`src/rtl/regfile_wb_arbiter_if.sv`:
```
// Bundle between the write-back stage / mul-div unit (master) and the
// register-file write-port arbiter (slave).
interface regfile_wb_arbiter_if #(
    parameter int XLEN = 64
);
    logic            p_we;
    logic [4:0]      p_rd;
    logic [XLEN-1:0] p_data;
    logic            m_valid;
    logic            m_ready;
    logic [4:0]      m_rd;
    logic [XLEN-1:0] m_data;
    logic            rd_we;
    logic [4:0]      rd_index;
    logic [XLEN-1:0] rd_data;
    logic            stall;
    logic            m_pending;

    modport master (
        output p_we, p_rd, p_data, m_valid, m_rd, m_data,
        input  m_ready, rd_we, rd_index, rd_data, stall, m_pending
    );

    modport slave (
        input  p_we, p_rd, p_data, m_valid, m_rd, m_data,
        output m_ready, rd_we, rd_index, rd_data, stall, m_pending
    );
endinterface

```
`src/rtl/regfile_wb_arbiter.sv`:
```
// Shares the register-file write port between the pipeline (priority) and a
// FIFO-buffered mul/div unit, with a starvation stall so M results always drain.
module regfile_wb_arbiter #(
    parameter int XLEN         = 64,
    parameter int FIFO_DEPTH   = 2,
    parameter int STARVE_LIMIT = 4
) (
    input logic                 i_clk,
    input logic                 i_rst_n,
    regfile_wb_arbiter_if.slave bus
);
    localparam int PW = $clog2(FIFO_DEPTH);
    localparam int CW = (STARVE_LIMIT > 1) ? $clog2(STARVE_LIMIT) : 1;

    typedef struct packed {
        logic [4:0]      rd;
        logic [XLEN-1:0] data;
    } entry_t;

    entry_t          mem_q [FIFO_DEPTH];
    logic [PW-1:0]   rd_ptr_q, rd_ptr_d;
    logic [PW-1:0]   wr_ptr_q, wr_ptr_d;
    logic [PW:0]     count_q, count_d;
    logic [CW-1:0]   cnt_q, cnt_d;
    logic            stall_q, stall_d;
    logic            rd_we_q, rd_we_d;
    logic [4:0]      rd_index_q, rd_index_d;
    logic [XLEN-1:0] rd_data_q, rd_data_d;

    logic   full, m_ready, push, pop, head_valid, p_act, grant_m, denied;
    entry_t head;

    always_comb begin
        full       = (count_q == (PW+1)'(FIFO_DEPTH));
        m_ready    = !full && i_rst_n;
        push       = bus.m_valid && m_ready;
        head       = mem_q[rd_ptr_q];
        head_valid = (count_q != '0);
        p_act      = bus.p_we && (bus.p_rd != 5'd0) && !stall_q;

        pop        = 1'b0;
        grant_m    = 1'b0;
        denied     = 1'b0;
        rd_we_d    = 1'b0;
        rd_index_d = rd_index_q;
        rd_data_d  = rd_data_q;
        stall_d    = 1'b0;
        cnt_d      = '0;

        // An x0 head is dropped silently and never blocks the pipeline.
        if (head_valid && head.rd == 5'd0) begin
            pop = 1'b1;
            if (p_act) begin
                rd_we_d    = 1'b1;
                rd_index_d = bus.p_rd;
                rd_data_d  = bus.p_data;
            end
        end else if (head_valid && (!p_act || stall_q)) begin
            pop        = 1'b1;
            grant_m    = 1'b1;
            rd_we_d    = 1'b1;
            rd_index_d = head.rd;
            rd_data_d  = head.data;
        end else if (p_act) begin
            denied     = head_valid;
            rd_we_d    = 1'b1;
            rd_index_d = bus.p_rd;
            rd_data_d  = bus.p_data;
        end

        if (denied) begin
            if (cnt_q == CW'(STARVE_LIMIT - 1)) begin
                stall_d = 1'b1;
            end else begin
                cnt_d = cnt_q + 1'b1;
            end
        end

        rd_ptr_d = pop  ? rd_ptr_q + 1'b1 : rd_ptr_q;
        wr_ptr_d = push ? wr_ptr_q + 1'b1 : wr_ptr_q;
        count_d  = count_q + (PW+1)'(push) - (PW+1)'(pop);
    end

    always_ff @(posedge i_clk) begin
        if (!i_rst_n) begin
            rd_ptr_q   <= '0;
            wr_ptr_q   <= '0;
            count_q    <= '0;
            cnt_q      <= '0;
            stall_q    <= 1'b0;
            rd_we_q    <= 1'b0;
            rd_index_q <= '0;
            rd_data_q  <= '0;
        end else begin
            rd_ptr_q   <= rd_ptr_d;
            wr_ptr_q   <= wr_ptr_d;
            count_q    <= count_d;
            cnt_q      <= cnt_d;
            stall_q    <= stall_d;
            rd_we_q    <= rd_we_d;
            rd_index_q <= rd_index_d;
            rd_data_q  <= rd_data_d;
        end
    end

    // Storage needs no reset: occupancy is tracked by count_q alone.
    always_ff @(posedge i_clk) begin
        if (push) begin
            mem_q[wr_ptr_q] <= '{rd: bus.m_rd, data: bus.m_data};
        end
    end

    assign bus.m_ready   = m_ready;
    assign bus.rd_we     = rd_we_q;
    assign bus.rd_index  = rd_index_q;
    assign bus.rd_data   = rd_data_q;
    assign bus.stall     = stall_q;
    assign bus.m_pending = (count_q != '0);
endmodule

```
`src/flat_wrapper.sv`:
```
// flat-port wrapper written by rule: the top's interface ports become plain ports
module regfile_wb_arbiter_flat 
#(
    parameter int XLEN         = 64,
    parameter int FIFO_DEPTH   = 2,
    parameter int STARVE_LIMIT = 4
)
  (i_clk, i_rst_n, bus_p_we, bus_p_rd, bus_p_data, bus_m_valid, bus_m_rd, bus_m_data, bus_m_ready, bus_rd_we, bus_rd_index, bus_rd_data, bus_stall, bus_m_pending);
  regfile_wb_arbiter_if #(.XLEN(XLEN)) bus_i ();
  input logic i_clk;
  input logic i_rst_n;
  input wire logic [$bits(bus_i.p_we)-1:0] bus_p_we;
  input wire logic [$bits(bus_i.p_rd)-1:0] bus_p_rd;
  input wire logic [$bits(bus_i.p_data)-1:0] bus_p_data;
  input wire logic [$bits(bus_i.m_valid)-1:0] bus_m_valid;
  input wire logic [$bits(bus_i.m_rd)-1:0] bus_m_rd;
  input wire logic [$bits(bus_i.m_data)-1:0] bus_m_data;
  output wire logic [$bits(bus_i.m_ready)-1:0] bus_m_ready;
  output wire logic [$bits(bus_i.rd_we)-1:0] bus_rd_we;
  output wire logic [$bits(bus_i.rd_index)-1:0] bus_rd_index;
  output wire logic [$bits(bus_i.rd_data)-1:0] bus_rd_data;
  output wire logic [$bits(bus_i.stall)-1:0] bus_stall;
  output wire logic [$bits(bus_i.m_pending)-1:0] bus_m_pending;
  assign bus_i.p_we = bus_p_we;
  assign bus_i.p_rd = bus_p_rd;
  assign bus_i.p_data = bus_p_data;
  assign bus_i.m_valid = bus_m_valid;
  assign bus_i.m_rd = bus_m_rd;
  assign bus_i.m_data = bus_m_data;
  assign bus_m_ready = bus_i.m_ready;
  assign bus_rd_we = bus_i.rd_we;
  assign bus_rd_index = bus_i.rd_index;
  assign bus_rd_data = bus_i.rd_data;
  assign bus_stall = bus_i.stall;
  assign bus_m_pending = bus_i.m_pending;
  regfile_wb_arbiter #(.XLEN(XLEN), .FIFO_DEPTH(FIFO_DEPTH), .STARVE_LIMIT(STARVE_LIMIT)) u_core (.i_clk(i_clk), .i_rst_n(i_rst_n), .bus(bus_i));
endmodule
```
`config.mk`:
```
export PLATFORM = sky130hd
export DESIGN_NAME = regfile_wb_arbiter_flat
export DESIGN_NICKNAME = d
export VERILOG_FILES = /design/src/rtl/regfile_wb_arbiter_if.sv /design/src/rtl/regfile_wb_arbiter.sv /design/src/flat_wrapper.sv
export SDC_FILE = /design/constraint.sdc
export NUM_CORES = 1
export LEC_CHECK = 0
export ABC_CLOCK_PERIOD_IN_PS = 7200
export CORE_AREA = 2 2 222 136
export DETAILED_ROUTE_END_ITERATION = 8
export DIE_AREA = 0 0 224 138
export GPL_TIMING_DRIVEN = 0
export PLACE_DENSITY = 0.52
export SLEW_MARGIN = 15
export SYNTH_ARGS = -nofsm -noshare
export SYNTH_HDL_FRONTEND = slang
export SYNTH_SLANG_ARGS = --single-unit
```
`constraint.sdc`:
```
create_clock -name i_clk -period 7.2 [get_ports i_clk]
set_clock_uncertainty 0.2 [all_clocks]
set_input_delay 1.8 -clock i_clk [delete_from_list [all_inputs] [get_ports i_clk]]
set_output_delay 1.8 -clock i_clk [all_outputs]
set_load 0.005 [all_outputs]
```
======== Yosys cells after proc, flatten, opt, wreduce, memory -nomap -nowiden ========
Memory sizes are Yosys's and may differ from the RTL's. A register that Yosys moved wholly into a read port is not among the register bits.
Cells that the tools add are included.
storage, ports and cells
  flip-flop bits (word level) ............. 77
  memory bits (read-only) ................. 0
  memories ................................ 1
  word-level logic and storage cells ...... 52
  latch bits .............................. 0
  memory bits (writable) .................. 138
memory list
  memory        words  bits a word  rd ports  clocked after Yosys merged registers in  write ports  RTL line                  source
  u_core.mem_q  2      69           1         1                                        1            regfile_wb_arbiter.sv:20  entry_t mem_q [FIFO_DEPTH];
operators by class
  shifts and indexed selects .............. 0
  $mul .................................... 0
  divide/modulo/power cells ............... 0
  reductions and logical operators ........ 15
  muxes and demuxes ....................... 19
  magnitude comparators ................... 0
  eq/ne operators ......................... 2
  bitwise gates (word level) .............. 2
  add/subtract/negate cells ............... 5
operator list
  operator               count
  $mux W64               3
  $mux W5                3
  $mux W1                13
  $logic_and A1 B1 Y1    6
  $logic_not A5 Y1       1
  $reduce_bool A5 Y1     1
  $eq A2 B2 Y1 const B   2
  $logic_not A1 Y1       3
  $reduce_or A3 Y1       1
  $add A1 B1 Y1 const B  2
  $add A2 B1 Y2          1
  $add A2 B1 Y2 const B  1
  $not A1 Y1             2
  $reduce_and A2 Y1      1
  $reduce_bool A2 Y1     1
  $sub A2 B1 Y2          1
  $logic_or A1 B1 Y1     1

======== Depth between registers and ports, before layout ========
  depth after elaboration ................. 10
  depth in mapped cells ................... 13
  gate-level depth less buffers ........... 10

======== Least setup slack after synthesis ========
OpenSTA, ideal clock, no wires.
  path kind ............................... input port to flip-flop
  start ................................... in i_rst_n
  end ..................................... mem u_core.mem_q[0][0] (netlist bit) (enable)
  setup slack ............................. 1330 ps
  required time ........................... 6503 ps
  arrival ................................. 5173 ps
  stages on the path ...................... 3
  path buffers ............................ 1
  path through ............................ clkbuf_1 -> o211ai_1 -> nor2_1
on the way
  longest elaborated chain between the ends .. 4
RTL lines
  what                           RTL line                   source
  from (decl)                    flat_wrapper.sv:11         input logic i_rst_n;
  $logic_and A1 B1 Y1            regfile_wb_arbiter.sv:35   m_ready = !full && i_rst_n;
  $logic_and A1 B1 Y1            regfile_wb_arbiter.sv:36   push = bus.m_valid && m_ready;
  $mux W1                        regfile_wb_arbiter.sv:108  if (push) begin
  $mux W1 (implied by the code)  regfile_wb_arbiter.sv:109  mem_q[wr_ptr_q] <= '{rd: bus.m_rd, data: bus.m_data};
  to (decl)                      regfile_wb_arbiter.sv:20
No other way between the ends.

======== Worst setup path after layout ========
  start ................................... in i_rst_n
  end ..................................... out bus_m_ready
on the way
  longest elaborated chain between the ends .. 1
RTL lines
  what                 RTL line                  source
  $logic_and A1 B1 Y1  regfile_wb_arbiter.sv:35
  to (decl)            flat_wrapper.sv:18        output wire logic [$bits(bus_i.m_ready)-1:0] bus_m_ready;
No other way between the ends.

==> results.json <==
{
  "area_delta_synth_final_pct": 41.4,
  "design.core.area_mm2": 0.0292,
  "ctsResizeCount": 0,
  "synth_top_flop_cell": "edfxtp_1",
  "drc": 0,
  "synth_top_area_cell": "edfxtp_1",
  "die_w_um": 224,
  "dieArea_mm2": 0.0309,
  "grt_pass1_vias": 6499,
  "grt_overflow_total": 0,
  "cts_setup_buffers": 0,
  "die_y_um": 138,
  "layout-drive-gt1-share": 0.126,
  "rsz0062_at_grt": "false",
  "crit_arrival_ps": 3440,
  "slew_violations": 0,
  "slew-limit-headroom": 0.205,
  "io_buffers": 213,
  "crit_type": "in -> out",
  "ys_seq_elements": 216,
  "finalHoldViolCount": 0,
  "vias": 6427,
  "netlist_instances": 663,
  "synthTopCellsByArea": "edfxtp_1 (48%), dfxtp_1 (18%), mux2_2 (9.1%), o41ai_1 (7.0%), nand2_1 (5.7%)",
  "synth.top_cell.area_share": 0.484,
  "hold_path.startpoint": "u_core.cnt_q[0]",
  "cts_hold_buf": 0,
  "max-cap-violations": 0,
  "fin_area_mm2": 0.0121,
  "dpl.cell_count": 1264,
  "grt_usage": 0.164,
  "gp_congestion": 0.737,
  "async_flop_share": 0,
  "ys_seq_area_frac": 0.667,
  "nets": 1052,
  "routed_wl_um": 25800,
  "ir_worst_vdd_v": 0.000106,
  "antenna_found_initial": 0,
  "tritoncts": "yes",
  "antenna_cells": 0,
  "setup_viol": 0,
  "cp_max_fo": 10,
  "std_cell_rows": 49,
  "fmax_mhz": 184,
  "min_period_ps": 5440,
  "place_area_mm2": 0.0113,
  "synth_area_mm2": 0.00856,
  "ff2ff_path_depth": 13,
  "status": "completed",
  "ant_nets": 0,
  "htreeDepth": 1,
  "r2r-end": "u_core.count_q[1]",
  "dp_hpwl_um": 18200,
  "clockBufferDepth": 3,
  "holdPathEnd": "u_core.cnt_q[0]",
  "yosys-top-cells-count": "edfxtp_1 (138), nand2_1 (131), dfxtp_1 (78)",
  "cts_buffers": 23,
  "hp-class": "reg -> reg",
  "clock-sinks": 216,
  "critPathRequiredTime_ps": 5200,
  "grt_max_degree": 25,
  "start_util": 0.293,
  "cp-end-kind": "output pin",
  "crit_start": "i_rst_n",
  "drt-vias-per-instance": 4.92,
  "io_pins": 215,
  "root_buffer": "clkbuf_16",
  "regToRegSetupSlack_ps": 3370,
  "insertion_delay_ps": 520,
  "ys_types": 33,
  "whs_ps": 236,
  "holdPathStages": 1,
  "wl_per_cell_um": 19.8,
  "synth.most_common_cell": "edfxtp_1",
  "p_total_mw": 3.71,
  "avgSynthCellArea_um2": 12.9,
  "syn_nets": 808,
  "startpoint_type": "primary input",
  "fin_crit_sh": 0.756,
  "leakage_nw": 4.05,
  "instances_no_fill": 1306,
  "tightestPinTransition_ps": 1180,
  "grt_pass1_wl_um": 39300,
  "fin_util": 0.414,
  "drt_first_pass_iters": 5,
  "ys_warn_count": 0,
  "clkTransAtPathRegs_ps": 70,
  "power_density_mw_per_mm2": 307,
  "synth_edf_count": 138,
  "drt_iter0_drc": 360
}
## final cells by class
type	count	area [um2]
clock buffer	32	641
timing repair buffer	219	2270
fill	2798	17100
tap	382	478
inverter	9	33.8
multi-input combinational	376	2580
sequential	216	5710
clock inverter	10	131
buffer	62	250
## cell usage in the layout, fill, tap and decap left out, types with 3 or more instances in the layout
master and n:
clkdlybuf4s50_1 213, edfxtp_1 138, nand2_1 131, dfxtp_1 78, mux2_2 69, o41ai_1 68, a31oi_1 65, clkbuf_1 64
clkbuf_16 24, inv_1 9, a21oi_1 6, nor2_1 4, a22oi_1 4, xnor2_1 3, ha_1 3, clkinv_2 3
bufinv_16 3, buf_12 3, buf_16 3
## power by group
part           internal [mW]  switching, mW  leakage, nW
registers               1.49         0.0719         1.91
clock network          0.732          0.489        0.376
logic                  0.476          0.451         1.77
total                   2.70           1.01         4.05
## per-layer routing
metal | GRT usage | up-vias | share of wire
li1 | - | 3040 | -
met1 | 0.252 | 3161 | 0.51
met2 | 0.239 | 196 | 0.42
met3 | 0.0325 | 30 | 0.056
met4 | 0.0309 | 0 | 0.016
met5 | 0 | - | 0
## critical path: stages
cell and delay [ps]:
clkbuf_1 530, inv_1 310, a21oi_1 220, clkdlybuf4s50_1 570
## flip-flops by register name (all words and copies together) (netlist names), named ones only
register / flops
u_core.count_q: 2
u_core.bus.rd_data: 64
u_core.cnt_q: 2
u_core.rd_ptr_q: 1
u_core.mem_q: 138
u_core.bus.stall: 1
u_core.wr_ptr_q: 1
u_core.bus.rd_index: 5
u_core.bus.rd_we: 1
## stage by stage
stage	setup WS [ps]	TNS [ps]
after floorplan	1330	0
after global placement	-1480	-201360
after detailed placement	1670	0
after CTS	1670	0
after global routing	1600	0
final	1760	0
## how the worst max path moves through the flow
stage                          end  cells past startpoint  slack (ps)
5_1_grt                bus_m_ready                      4        1600
3_5_place_dp           bus_m_ready                      4        1670
6_report               bus_m_ready                      4        1760
2_1_floorplan   u_core.mem_q[0][0]                      3        1330
4_1_cts                bus_m_ready                      4        1670
3_3_place_gp   u_core.mem_q[1][63]                      3       -1480
## cells by family (layout without fill, tap and decap cells)
family	after synthesis	after routing	synth area share
compound gates	149	149	0.129
xor+xnor	3	3	0.00307
fa+ha+maj	3	3	0.00439
buf+inv	71	332	0.0332
flops	216	216	0.667
mux	71	71	0.0931
simple gates	150	150	0.0705
Note: power is estimated with default switching activity, not from simulation.
